$ cat src/rtl/mem_bus_arbiter_pkg.sv
// Shared constants and payload types for the memory bus arbiter.
//   TAG_INST / TAG_DATA : in-flight tag values recorded per accepted transaction
//   SIZE_WORD           : access size driven for instruction fetches
//   mem_req_t           : request payload carried alongside req
package mem_bus_arbiter_pkg;

    localparam int unsigned ADDR_W = 32;
    localparam int unsigned DATA_W = 32;
    localparam int unsigned SIZE_W = 2;

    localparam logic              TAG_INST  = 1'b0;
    localparam logic              TAG_DATA  = 1'b1;
    localparam logic [SIZE_W-1:0] SIZE_WORD = 2'd2;

    typedef struct packed {
        logic              wr;
        logic [SIZE_W-1:0] size;
        logic [ADDR_W-1:0] addr;
        logic [DATA_W-1:0] wdata;
    } mem_req_t;

endpackage

$ cat src/rtl/mem_bus_arbiter_if.sv
// SRAM-like request/response channel (req + payload, addr_ok, data_ok, rdata).
//   master : side that issues requests (drives req/pl, receives handshakes/rdata)
//   slave  : side that accepts requests (receives req/pl, drives handshakes/rdata)
interface mem_bus_arbiter_if;
    import mem_bus_arbiter_pkg::*;

    logic              req;
    mem_req_t          pl;
    logic              addr_ok;
    logic              data_ok;
    logic [DATA_W-1:0] rdata;

    modport master (output req, output pl, input addr_ok, input data_ok, input rdata);
    modport slave  (input req, input pl, output addr_ok, output data_ok, output rdata);

endinterface

$ cat src/rtl/mem_bus_arbiter_tag_fifo.sv
// Ordered FIFO of 1-bit requester tags for in-flight bus transactions.
//   clk, reset : clock, synchronous active-high reset
//   push, push_tag : enqueue a tag
//   pop        : dequeue the head tag (caller guarantees non-empty)
//   head       : tag at the head of the FIFO
//   count      : number of stored tags (0..DEPTH)
module mem_bus_arbiter_tag_fifo #(
    parameter int unsigned DEPTH = 4
) (
    input  logic                   clk,
    input  logic                   reset,
    input  logic                   push,
    input  logic                   push_tag,
    input  logic                   pop,
    output logic                   head,
    output logic [$clog2(DEPTH):0] count
);

    localparam int unsigned PTR_W = $clog2(DEPTH);
    localparam int unsigned CNT_W = PTR_W + 1;

    logic [DEPTH-1:0] mem;
    logic [PTR_W-1:0] wptr;
    logic [PTR_W-1:0] rptr;

    assign head = mem[rptr];

    // Power-of-two depth lets the pointers wrap without explicit compare.
    always_ff @(posedge clk) begin
        if (reset) begin
            mem   <= '0;
            wptr  <= '0;
            rptr  <= '0;
            count <= '0;
        end else begin
            if (push) begin
                mem[wptr] <= push_tag;
                wptr      <= wptr + PTR_W'(1);
            end
            if (pop) begin
                rptr <= rptr + PTR_W'(1);
            end
            case ({push, pop})
                2'b10:   count <= count + CNT_W'(1);
                2'b01:   count <= count - CNT_W'(1);
                default: count <= count;
            endcase
        end
    end

endmodule

$ cat src/rtl/mem_bus_arbiter.sv
// Shares one SRAM-like bus between the fetch (inst) and memory-stage (data)
// ports, with grant lock, starvation guard and in-order response routing.
//   clk, reset : clock, synchronous active-high reset
//   inst_if    : fetch port (read-only word requests)
//   data_if    : data port
//   bus_if     : downstream bus toward the cache/AXI bridge
//   proto_err  : sticky; bus returned data_ok with nothing in flight
module mem_bus_arbiter
    import mem_bus_arbiter_pkg::*;
#(
    parameter int unsigned MAX_OUTSTANDING = 4,
    parameter int unsigned STARVE_LIMIT    = 3
) (
    input  logic               clk,
    input  logic               reset,
    mem_bus_arbiter_if.slave   inst_if,
    mem_bus_arbiter_if.slave   data_if,
    mem_bus_arbiter_if.master  bus_if,
    output logic               proto_err
);

    localparam int unsigned PTR_W    = $clog2(MAX_OUTSTANDING);
    localparam int unsigned CNT_W    = PTR_W + 1;
    localparam int unsigned STARVE_W = (STARVE_LIMIT < 1) ? 1 : $clog2(STARVE_LIMIT + 1);

    logic                grant_tag;
    logic                granted_req;
    logic                full;
    logic                fifo_empty;
    logic                starving;
    logic                accept;
    logic                ret_valid;
    logic                fifo_head;
    logic [CNT_W-1:0]    fifo_count;
    logic                locked;
    logic                lock_owner;
    logic [STARVE_W-1:0] starve_cnt;
    mem_req_t            inst_pl;

    assign full       = (fifo_count == CNT_W'(MAX_OUTSTANDING));
    assign fifo_empty = (fifo_count == '0);
    assign starving   = (starve_cnt == STARVE_W'(STARVE_LIMIT)) && inst_if.req;

    // Grant: lock owner first, else data unless inst is starving.
    always_comb begin
        grant_tag = TAG_INST;
        if (locked) begin
            grant_tag = lock_owner;
        end else if (data_if.req && !starving) begin
            grant_tag = TAG_DATA;
        end else if (inst_if.req) begin
            grant_tag = TAG_INST;
        end else if (data_if.req) begin
            grant_tag = TAG_DATA;
        end
    end

    assign granted_req = (grant_tag == TAG_DATA) ? data_if.req : inst_if.req;

    // Fetches are always word reads.
    always_comb begin
        inst_pl       = '0;
        inst_pl.wr    = 1'b0;
        inst_pl.size  = SIZE_WORD;
        inst_pl.addr  = inst_if.pl.addr;
        inst_pl.wdata = '0;
    end

    // Full check uses registered count, so a same-cycle pop does not unblock issue.
    assign bus_if.req = granted_req && !full && !reset;
    assign bus_if.pl  = (grant_tag == TAG_DATA) ? data_if.pl : inst_pl;
    assign accept     = bus_if.req && bus_if.addr_ok;

    assign inst_if.addr_ok = accept && (grant_tag == TAG_INST);
    assign data_if.addr_ok = accept && (grant_tag == TAG_DATA);

    // Responses are routed by the oldest in-flight tag.
    assign ret_valid       = bus_if.data_ok && !fifo_empty && !reset;
    assign inst_if.data_ok = ret_valid && (fifo_head == TAG_INST);
    assign data_if.data_ok = ret_valid && (fifo_head == TAG_DATA);
    assign inst_if.rdata   = bus_if.rdata;
    assign data_if.rdata   = bus_if.rdata;

    mem_bus_arbiter_tag_fifo #(
        .DEPTH (MAX_OUTSTANDING)
    ) u_tag_fifo (
        .clk      (clk),
        .reset    (reset),
        .push     (accept),
        .push_tag (grant_tag),
        .pop      (ret_valid),
        .head     (fifo_head),
        .count    (fifo_count)
    );

    // Lock, starvation counter and protocol error flag.
    always_ff @(posedge clk) begin
        if (reset) begin
            locked     <= 1'b0;
            lock_owner <= TAG_INST;
            starve_cnt <= '0;
            proto_err  <= 1'b0;
        end else begin
            if (accept) begin
                locked <= 1'b0;
            end else if (bus_if.req) begin
                locked     <= 1'b1;
                lock_owner <= grant_tag;
            end

            if (accept) begin
                if (grant_tag == TAG_INST) begin
                    starve_cnt <= '0;
                end else if (inst_if.req && (starve_cnt != STARVE_W'(STARVE_LIMIT))) begin
                    starve_cnt <= starve_cnt + STARVE_W'(1);
                end
            end

            if (bus_if.data_ok && fifo_empty) begin
                proto_err <= 1'b1;
            end
        end
    end

endmodule

$ cat src/flat_wrapper.sv
// flat-port wrapper written by rule: the top's interface ports become plain ports
module mem_bus_arbiter_flat import mem_bus_arbiter_pkg::*;
#(
    parameter int unsigned MAX_OUTSTANDING = 4,
    parameter int unsigned STARVE_LIMIT    = 3
)
  (clk, reset, proto_err, inst_if_req, inst_if_pl, inst_if_addr_ok, inst_if_data_ok, inst_if_rdata, data_if_req, data_if_pl, data_if_addr_ok, data_if_data_ok, data_if_rdata, bus_if_req, bus_if_pl, bus_if_addr_ok, bus_if_data_ok, bus_if_rdata);
  mem_bus_arbiter_if inst_if_i ();
  mem_bus_arbiter_if data_if_i ();
  mem_bus_arbiter_if bus_if_i ();
  input  logic clk;
  input  logic reset;
  output logic proto_err;
  input wire logic [$bits(inst_if_i.req)-1:0] inst_if_req;
  input wire logic [$bits(inst_if_i.pl)-1:0] inst_if_pl;
  output wire logic [$bits(inst_if_i.addr_ok)-1:0] inst_if_addr_ok;
  output wire logic [$bits(inst_if_i.data_ok)-1:0] inst_if_data_ok;
  output wire logic [$bits(inst_if_i.rdata)-1:0] inst_if_rdata;
  input wire logic [$bits(data_if_i.req)-1:0] data_if_req;
  input wire logic [$bits(data_if_i.pl)-1:0] data_if_pl;
  output wire logic [$bits(data_if_i.addr_ok)-1:0] data_if_addr_ok;
  output wire logic [$bits(data_if_i.data_ok)-1:0] data_if_data_ok;
  output wire logic [$bits(data_if_i.rdata)-1:0] data_if_rdata;
  output wire logic [$bits(bus_if_i.req)-1:0] bus_if_req;
  output wire logic [$bits(bus_if_i.pl)-1:0] bus_if_pl;
  input wire logic [$bits(bus_if_i.addr_ok)-1:0] bus_if_addr_ok;
  input wire logic [$bits(bus_if_i.data_ok)-1:0] bus_if_data_ok;
  input wire logic [$bits(bus_if_i.rdata)-1:0] bus_if_rdata;
  assign inst_if_i.req = inst_if_req;
  assign inst_if_i.pl = inst_if_pl;
  assign inst_if_addr_ok = inst_if_i.addr_ok;
  assign inst_if_data_ok = inst_if_i.data_ok;
  assign inst_if_rdata = inst_if_i.rdata;
  assign data_if_i.req = data_if_req;
  assign data_if_i.pl = data_if_pl;
  assign data_if_addr_ok = data_if_i.addr_ok;
  assign data_if_data_ok = data_if_i.data_ok;
  assign data_if_rdata = data_if_i.rdata;
  assign bus_if_req = bus_if_i.req;
  assign bus_if_pl = bus_if_i.pl;
  assign bus_if_i.addr_ok = bus_if_addr_ok;
  assign bus_if_i.data_ok = bus_if_data_ok;
  assign bus_if_i.rdata = bus_if_rdata;
  mem_bus_arbiter #(.MAX_OUTSTANDING(MAX_OUTSTANDING), .STARVE_LIMIT(STARVE_LIMIT)) u_core (.clk(clk), .reset(reset), .inst_if(inst_if_i), .data_if(data_if_i), .bus_if(bus_if_i), .proto_err(proto_err));
endmodule
$ cat config.mk
export PLATFORM = sky130hd
export DESIGN_NAME = mem_bus_arbiter_flat
export DESIGN_NICKNAME = d
export VERILOG_FILES = /design/src/rtl/mem_bus_arbiter_pkg.sv /design/src/rtl/mem_bus_arbiter_if.sv /design/src/rtl/mem_bus_arbiter_tag_fifo.sv /design/src/rtl/mem_bus_arbiter.sv /design/src/flat_wrapper.sv
export SDC_FILE = /design/constraint.sdc
export NUM_CORES = 1
export LEC_CHECK = 0
export CORE_AREA = 2 2 120 122
export DETAILED_ROUTE_END_ITERATION = 7
export DIE_AREA = 0 0 122 124
export PLACE_DENSITY_LB_ADDON = 0.12
export SLEW_MARGIN = 20
export SYNTH_ARGS = -nofsm -noshare
export SYNTH_HDL_FRONTEND = slang
export SYNTH_SLANG_ARGS = --single-unit
$ cat constraint.sdc
create_clock -name clk -period 4.6 [get_ports clk]
set_input_delay 0.92 -clock clk [delete_from_list [all_inputs] [get_ports clk]]
set_output_delay 0.92 -clock clk [all_outputs]
set_load 0.01 [all_outputs]
==> results of run 1 <==
==> metal layers <==
| layer | vias up | wire length (um) | track usage, % | part of all wire, % |
|---|---|---|---|---|
| met3 | 4 | 725 | 3.57 | 9.5 |
| met1 | 861 | 2860 | 10.8 | 38 |
| met5 | - | 0 | 0 | 0 |
| met2 | 109 | 3970 | 16.3 | 52 |
| li1 | 944 | - | - | - |
| met4 | 0 | 50 | 1.72 | 0.66 |
==> worst paths after layout <==
path	endpoint	slack, ns	cells past startpoint
max	data_if_addr_ok	0.59	6
min reg2reg	u_core.u_tag_fifo.mem[0]	0.46	2
max reg2reg	u_core.u_tag_fifo.count[2]	2.05	9
min	u_core.u_tag_fifo.mem[0]	0.46	2
==> layout make-up <==
cell class / count / share of cell area [%]
Clock buffer: 4 / 2.47
Inverter: 7 / 0.731
Multi-Input combinational cell: 140 / 31.0
Sequential cell: 16 / 8.91
Tap cell: 180 / 6.27
Timing Repair Buffer: 180 / 50.6
==> state kept, by name (all words and copies together), names as in the netlist <==
| register | count |
|---|---|
| u_core.u_tag_fifo.mem | 4 |
| u_core.u_tag_fifo.count | 3 |
| u_core.starve_cnt | 2 |
| u_core.u_tag_fifo.rptr | 2 |
| u_core.u_tag_fifo.wptr | 2 |
| u_core.lock_owner | 1 |
| u_core.locked | 1 |
| u_core.proto_err | 1 |
==> power breakdown <==
| part | switching [mW] | internal (mW) | total (mW) |
|---|---|---|---|
| logic | 0.118 | 0.219 | 0.337 |
| clock network | 0.0570 | 0.132 | 0.189 |
| registers | 0.00785 | 0.146 | 0.154 |
| total | 0.183 | 0.497 | 0.680 |
==> logic make-up after synthesis <==
logic type / Yosys count / synth area share, %
buffers and inverters: 80 / 27.6
AND/OR/NAND/NOR: 74 / 21.6
multiplexers: 40 / 22.9
flip-flops: 16 / 16.2
AO/OA/AOI/OAI: 15 / 5.25
adder cells (fa/ha/maj): 7 / 4.80
XOR/XNOR: 4 / 1.77
==> worst min-delay path: stages, from the launching register on <==
cell	delay, ns
dfxtp_1	0.30
nand2_1	0.05
mux2i_1	0.06
==> placed cells by master, fill, tap and decap left out, types with 3 or more instances in the layout <==
cell type,n
ha_1,6
nor2b_1,36
inv_1,6
nand3_1,7
a21oi_1,6
clkbuf_16,3
dfxtp_1,16
mux2_2,32
nand2_1,7
nor2_1,9
o21ai_0,3
clkdlybuf4s50_1,177
mux2i_1,7
==> through the flow <==
| step | instances | area (um2) | util, % |
|---|---|---|---|
| floorplan | 236 | 1980 | - |
| global placement | 523 | 3500 | 25.5 |
| detailed placement | 523 | 3500 | 25.5 |
| CTS | 527 | 3590 | 26.2 |
| global route | 527 | 3590 | 26.2 |
| finish | 527 | 3590 | 26.2 |
==> run_results.csv, run 1 <==
group,metric,value,unit
route,wl_per_cell,14.4,um
critical_path,cp_data_required_time,3.68,ns
synthesis,ys_async_sr_fraction,0,%
synthesis,synthCells,236,
clocking,clock_latency,0.25,ns
synthesis,synth_flop_cell,"dfxtp_1",
final_layout,syn2layout_area_growth,81.5,%
grt,antenna_found_initial,0,
timing,worst_slew_pin_slew,0.672,ns
clocking,ctsHtreeMaxLevel,1,
floorplanning,rows,43,
timing,fmax,0.250,GHz
critical_path,slowest_stage,"clkdlybuf4s50_1",
placed_design,io_buffers,177,
final_layout,drive_above_1_share,12.7,%
critical_path,arrival,3.09,ns
power_and_ir_drop,peakVddDrop,84.5,uV
route,vias_per_cell,3.64,
floorplanning,initial_core_util,14.4,%
timing,final-hold-violation-count,0,
timing,tns,0,ns
synthesis,synth_top_area_share,24.3,%
synthesis,synth_edf_count,0,
synthesis,yosys.cell_count.top_type,"buf_4",
timing,period_needed,4.01,ns
synthesis,ys_top_cells_by_area,"buf_4 24%, mux2_2 18%, dfxtp_1 16%",
critical_path,setup.worst_path.end_class,"primary output",
floorplanning,die_w,122,um
floorplanning,die-area,0.0151,mm2
timing,fin_skew,0.00133,ns
timing,hold_ws,0.460,ns
timing,slew_headroom,54.1,%
synthesis,yosysSeqAreaShare,16.2,%
critical_path,critPathLaunch,"inst_if_req",
power_and_ir_drop,total_power,0.680,mW
synthesis,synth_common_cells,"64 x buf_4, 36 x nor2b_1, 32 x mux2_2",
timing,rsz0062_at_grt,"no",
power_and_ir_drop,p_leak,1.31,nW
critical_path,cp_cell_sequence,"clkdlybuf4s50_1 > mux2i_1 > a21oi_1 > nand2_1 > nor2_1 > clkdlybuf4s50_1",
critical_path,crit_family,"buffers and inverters",
hold_path,min-delay-start,"u_core.u_tag_fifo.mem[0]",
final_layout,nFillCells,1481,
clocking,numCtsBuffers,3,
final_layout,multi_input_area,0.00111,mm2
grt,grt_use_total,9.27,%
clocking,cts_resized,0,
synthesis,synth_seq_cells,16,
grt,grt_pass1_wl,10.7,mm
critical_path,critical_path_class,"primary input to primary output",
final_layout,fin_nets,527,
hold_path,hp-class,"flip-flop to flip-flop",
timing,layout_setup_ws,0.595,ns
clocking,cts_tree,"done",
synthesis,ys_types,36,
final_layout,num_antenna_cells,0,
synthesis,yosys_warnings,0,
clocking,root_buffer,"clkbuf_16",
timing,timing.final.crit_share,87.1,%
route,drc,0,
placed_design,dp_slack,0.556,ns
run_status,outcome,"finished, final reports clean",
timing,setup_viol,0,
critical_path,crit_path_start_kind,"primary input",
critical_path,path_buf_inv,2,
run,cap_violations,0,
clocking,post_cts_buffers,0,
grt,grt_start_max_net_pins,39,
floorplanning,coreArea,0.0137,mm2
clocking,cts.path.max_buffers,2,
synthesis,synth_area_per_cell,8.39,um2
clocking,cts.sinks,16,
critical_path,cpPeakStageDelay,0.56,ns
floorplanning,pin_count,309,
synthesis,synth_nets,415,
route,first_iter_violations,45,
final_layout,seqCellArea,320,um2
critical_path,rr_startpoint,"u_core.u_tag_fifo.count[2]",
power_and_ir_drop,powerDensity,189,mW/mm2
route,ant_nets,0,
timing,slew_viol_final,0,
clocking,postCtsHoldBufs,0,
synthesis,synth_area_leader_cell,"buf_4",
route,firstDrtPassIters,4,
synthesis,synth_area,0.00198,mm2
grt,grt_overflow,0,
placed_design,place.gp.congestion,0.660,
clocking,clkTransAtPathRegs,0.05,ns
placed_design,place_hpwl,6.55,mm
critical_path,crit_fanout,8,
route,vias,1918,
grt,grt_pass1_vias,2020,
route,totalWireLength,7.61,mm
floorplanning,die_y,124,um
critical_path,timing.critical_path.mode_cell,"clkdlybuf4s50_1",
(Power assumes the default switching activity.)
==> run 2: changes to the inputs <==
- TNS_END_PERCENT: not set -> 50
==> results of run 2 <==
Final layout, timing and power as in run 1 (identical DEF).
==> run 3: changes to the inputs <==
- CORE_AREA: 2 2 120 122 -> 2 2 121 123
- DIE_AREA: 0 0 122 124 -> 0 0 123 125
- REMOVE_ABC_BUFFERS: not set -> 1
- SYNTH_HIERARCHICAL: not set -> 1
==> run 3 against run 2 <==
  * Wire length rose by 57%
  * Non-clock buffer count unchanged
  * Setup slack better by 0.038 ns
  * Combinational power rose by 3%
  * Largest cell class unchanged
==> run_results.csv, run 3 <==
group,metric,value,unit
run_status,outcome,"finished, final reports clean",
route,totalWireLength,12.0,mm
grt,antenna_found_initial,0,
final_layout,num_antenna_cells,0,
route,first_iter_violations,73,
power_and_ir_drop,power_frac_seq,22.5,%
grt,grt_pass1_wl,15.8,mm
timing,setup_viol,0,
critical_path,worstSetupEndpoint,"bus_if_pl[9]",
timing,period_needed,3.97,ns
critical_path,crit_path_start_kind,"primary input",
timing,worst_slew_pin_slew,0.753,ns
synthesis,yosysSeqAreaShare,15.9,%
synthesis,muxShareOfSynthArea,20.5,%
clocking,post_cts_buffers,0,
floorplanning,die_w,123,um
grt,grt_pass1_vias,2120,
power_and_ir_drop,p_leak,1.30,nW
hold_path,hp-class,"flip-flop to flip-flop",
critical_path,cp_cell_sequence,"clkdlybuf4s50_1 > nor2b_2 > a21oi_4 > inv_2 > and2_1 > clkdlybuf4s50_1",
timing,slew_viol_final,0,
timing,rsz0062_at_grt,"no",
route,wl_per_cell,22.4,um
clocking,clock_latency,0.25,ns
synthesis,ys_types,42,
critical_path,crit_family,"buffers and inverters",
clocking,postCtsHoldBufs,0,
timing,timing.final.crit_share,86.2,%
power_and_ir_drop,clock_power_share,27.3,%
critical_path,critical_path_class,"primary input to primary output",
timing,slew_headroom,49.7,%
route,ant_nets,0,
critical_path,critPathLaunch,"data_if_req",
final_layout,layout_commonest_cell,"clkdlybuf4s50_1",
timing,final-hold-violation-count,0,
power_and_ir_drop,comb_power_share,50.2,%
final_layout,utilization,25.4,%
critical_path,r2r_end,"u_core/u_tag_fifo/count[2]",
run,cap_violations,0,
route,drc,0,
floorplanning,initial_core_util,14.2,%
clocking,cts.sinks,16,
power_and_ir_drop,switching_share,26.8,%
synthesis,synth_area_per_cell,8.45,um2
floorplanning,coreArea,0.0142,mm2
synthesis,synth_xor_area_share,2.17,%
critical_path,cp.depth,6,
synthesis,yosys.area_share.adder,4.71,%
synthesis,synth_top_family_by_area,"buffers and inverters",
floorplanning,rows,44,
placed_design,io_buffers,177,
critical_path,cpPeakStageDelay,0.56,ns
synthesis,synth_seq_cells,16,
power_and_ir_drop,power.net_switching,0.185,mW
critical_path,reg2reg_depth,9,
placed_design,placed_area,0.00352,mm2
final_layout,fin_nets,530,
final_layout,nFillCells,1565,
clocking,root_buffer,"clkbuf_16",
synthesis,ys_top_cells_by_area,"buf_4 25%, mux2_2 18%, dfxtp_1 16%",
clocking,numCtsBuffers,3,
critical_path,cp_data_required_time,3.68,ns
power_and_ir_drop,total_power,0.691,mW
synthesis,synth_area_leader_cell,"buf_4",
power_and_ir_drop,peakVddDrop,96.0,uV
floorplanning,die_y,125,um
final_layout,drive_above_1_share,13.4,%
grt,grt_start_max_net_pins,41,
final_layout,reg.largest.list,"u_core/u_tag_fifo/mem x4, u_core/u_tag_fifo/count x3",
route,vias,2081,
final_layout,final_cells,534,
placed_design,place.gp.congestion,0.731,
route,firstDrtPassIters,4,
synthesis,synth_common_cells,"66 x buf_4, 35 x and2_1, 33 x mux2_2",
power_and_ir_drop,powerDensity,192,mW/mm2
synthesis,synthSimpleGateAreaFrac,22.5,%
synthesis,synth_edf_count,0,
final_layout,syn2layout_area_growth,78.5,%
critical_path,slowest_stage,"clkdlybuf4s50_1",
floorplanning,die-area,0.0154,mm2
critical_path,crit_fanout,40,
final_layout,finish.instance_area,0.00360,mm2
power_and_ir_drop,p_int,0.506,mW
placed_design,place_hpwl,10.7,mm
clocking,clkTransAtPathRegs,0.05,ns
synthesis,synth_area,0.00202,mm2
floorplanning,pin_count,309,
clocking,cts_tree,"done",
final_layout,largest_register,"u_core/u_tag_fifo/mem",
critical_path,timing.critical_path.mode_cell,"clkdlybuf4s50_1",
final_layout,largest_reg_flops,4,
synthesis,synthCells,239,
clocking,ctsHtreeMaxLevel,1,
timing,tns,0,ns
grt,grt_overflow,0,
critical_path,r2r_slack,2.03,ns
route,vias_per_cell,3.90,
synthesis,ys_async_sr_fraction,0,%
synthesis,synth_top_area_share,24.5,%
critical_path,arrival,3.05,ns
timing,fmax,0.252,GHz
placed_design,dp.cells,530,
synthesis,synth_flop_cell,"dfxtp_1",
final_layout,layout_common_cells,"177 x clkdlybuf4s50_1, 35 x and2_1, 33 x mux2_2",
critical_path,path_buf_inv,3,
critical_path,setup.worst_path.end_class,"primary output",
clocking,cts.path.max_buffers,2,
timing,fin_skew,0.00395,ns
synthesis,synth_compound_area_share,6.20,%
clocking,cts_resized,0,
synthesis,yosys.cell_count.top_type,"buf_4",
critical_path,rr_startpoint,"u_core/u_tag_fifo/count[0]",
synthesis,yosys_warnings,6,
grt,grt_use_total,14.8,%
run 3: changes by cell type after synthesis, moves of 3 or more:
cell      previous run  this run
and2_1               1        35
nor2b_1             36         2
mux2i_1              7         2
nand2_1              7        11
buf_2                4         1
clkbuf_1             5         2
nand3_1              7         4
run 3: cell type report:
type	count	area [um2]	share of cell area (%)
repair buffers	180	1810	50.1
multi-input cells	143	1130	31.4
inverters	7	26.3	0.729
clock buffers	4	88.8	2.46
well taps	184	230	6.39
flip-flops and latches	16	320	8.89
run 3: per-stage QoR:
step / hold WS, ns / worst slack (ns)
final: 0.458 / 0.633
after global routing: 0.482 / 0.479
after CTS: 0.459 / 0.566
after detailed placement: 0.452 / 0.564
after global placement: 0.449 / 0.576
after floorplan: 0.427 / 0.884
run 3: worst min path at each step:
stage,startpoint,to,slack [ns],cells past startpoint
4_1_cts,u_core/u_tag_fifo/mem[2],u_core/u_tag_fifo/mem[2],0.46,2
2_1_floorplan,u_core/u_tag_fifo/mem[1],u_core/u_tag_fifo/mem[1],0.43,2
6_report,u_core/u_tag_fifo/mem[2],u_core/u_tag_fifo/mem[2],0.46,2
3_5_place_dp,u_core/u_tag_fifo/mem[2],u_core/u_tag_fifo/mem[2],0.45,2
5_1_grt,u_core/u_tag_fifo/mem[2],u_core/u_tag_fifo/mem[2],0.48,2
3_3_place_gp,u_core/u_tag_fifo/mem[2],u_core/u_tag_fifo/mem[2],0.45,2
run 3: cells by family (layout without fill, tap and decap cells):
logic type	count (synthesis)	in the layout
and+or+nand+nor	78	78
muxes	36	36
xor gates and xnor gates	5	5
AOI/OAI and AO/OA	17	17
buffers and inverters	80	191
adders and majority gates	7	7
DFF	16	16
run 3: power groups by stage:
| stage | clock network [mW] | registers (mW) | logic (mW) |
|---|---|---|---|
| final | 0.189 | 0.155 | 0.347 |
| after global routing | 0.200 | 0.157 | 0.374 |
| after CTS | 0.196 | 0.155 | 0.353 |
| after detailed placement | 0 | 0.158 | 0.350 |
| after global placement | 0 | 0.158 | 0.353 |
| after floorplan | 0 | 0.157 | 0.128 |
run 3: worst register-to-register path, delay by kind of cell (launching register included):
family	cells	cell delay, ns
buffers and inverters	1	0.09
AOI/OAI and AO/OA	1	0.14
and+or+nand+nor	4	1.08
adders and majority gates	2	0.63
xor gates and xnor gates	1	0.14
DFF	1	0.43
run 3: per-layer routing:
layer	global-route usage (%)	vias to the layer above	part of all wire (%)
met4	1.40	2	0.28
li1	-	951	-
met2	25.2	212	48
met3	14.2	4	22
met5	4.61	-	0.73
met1	12.7	912	29
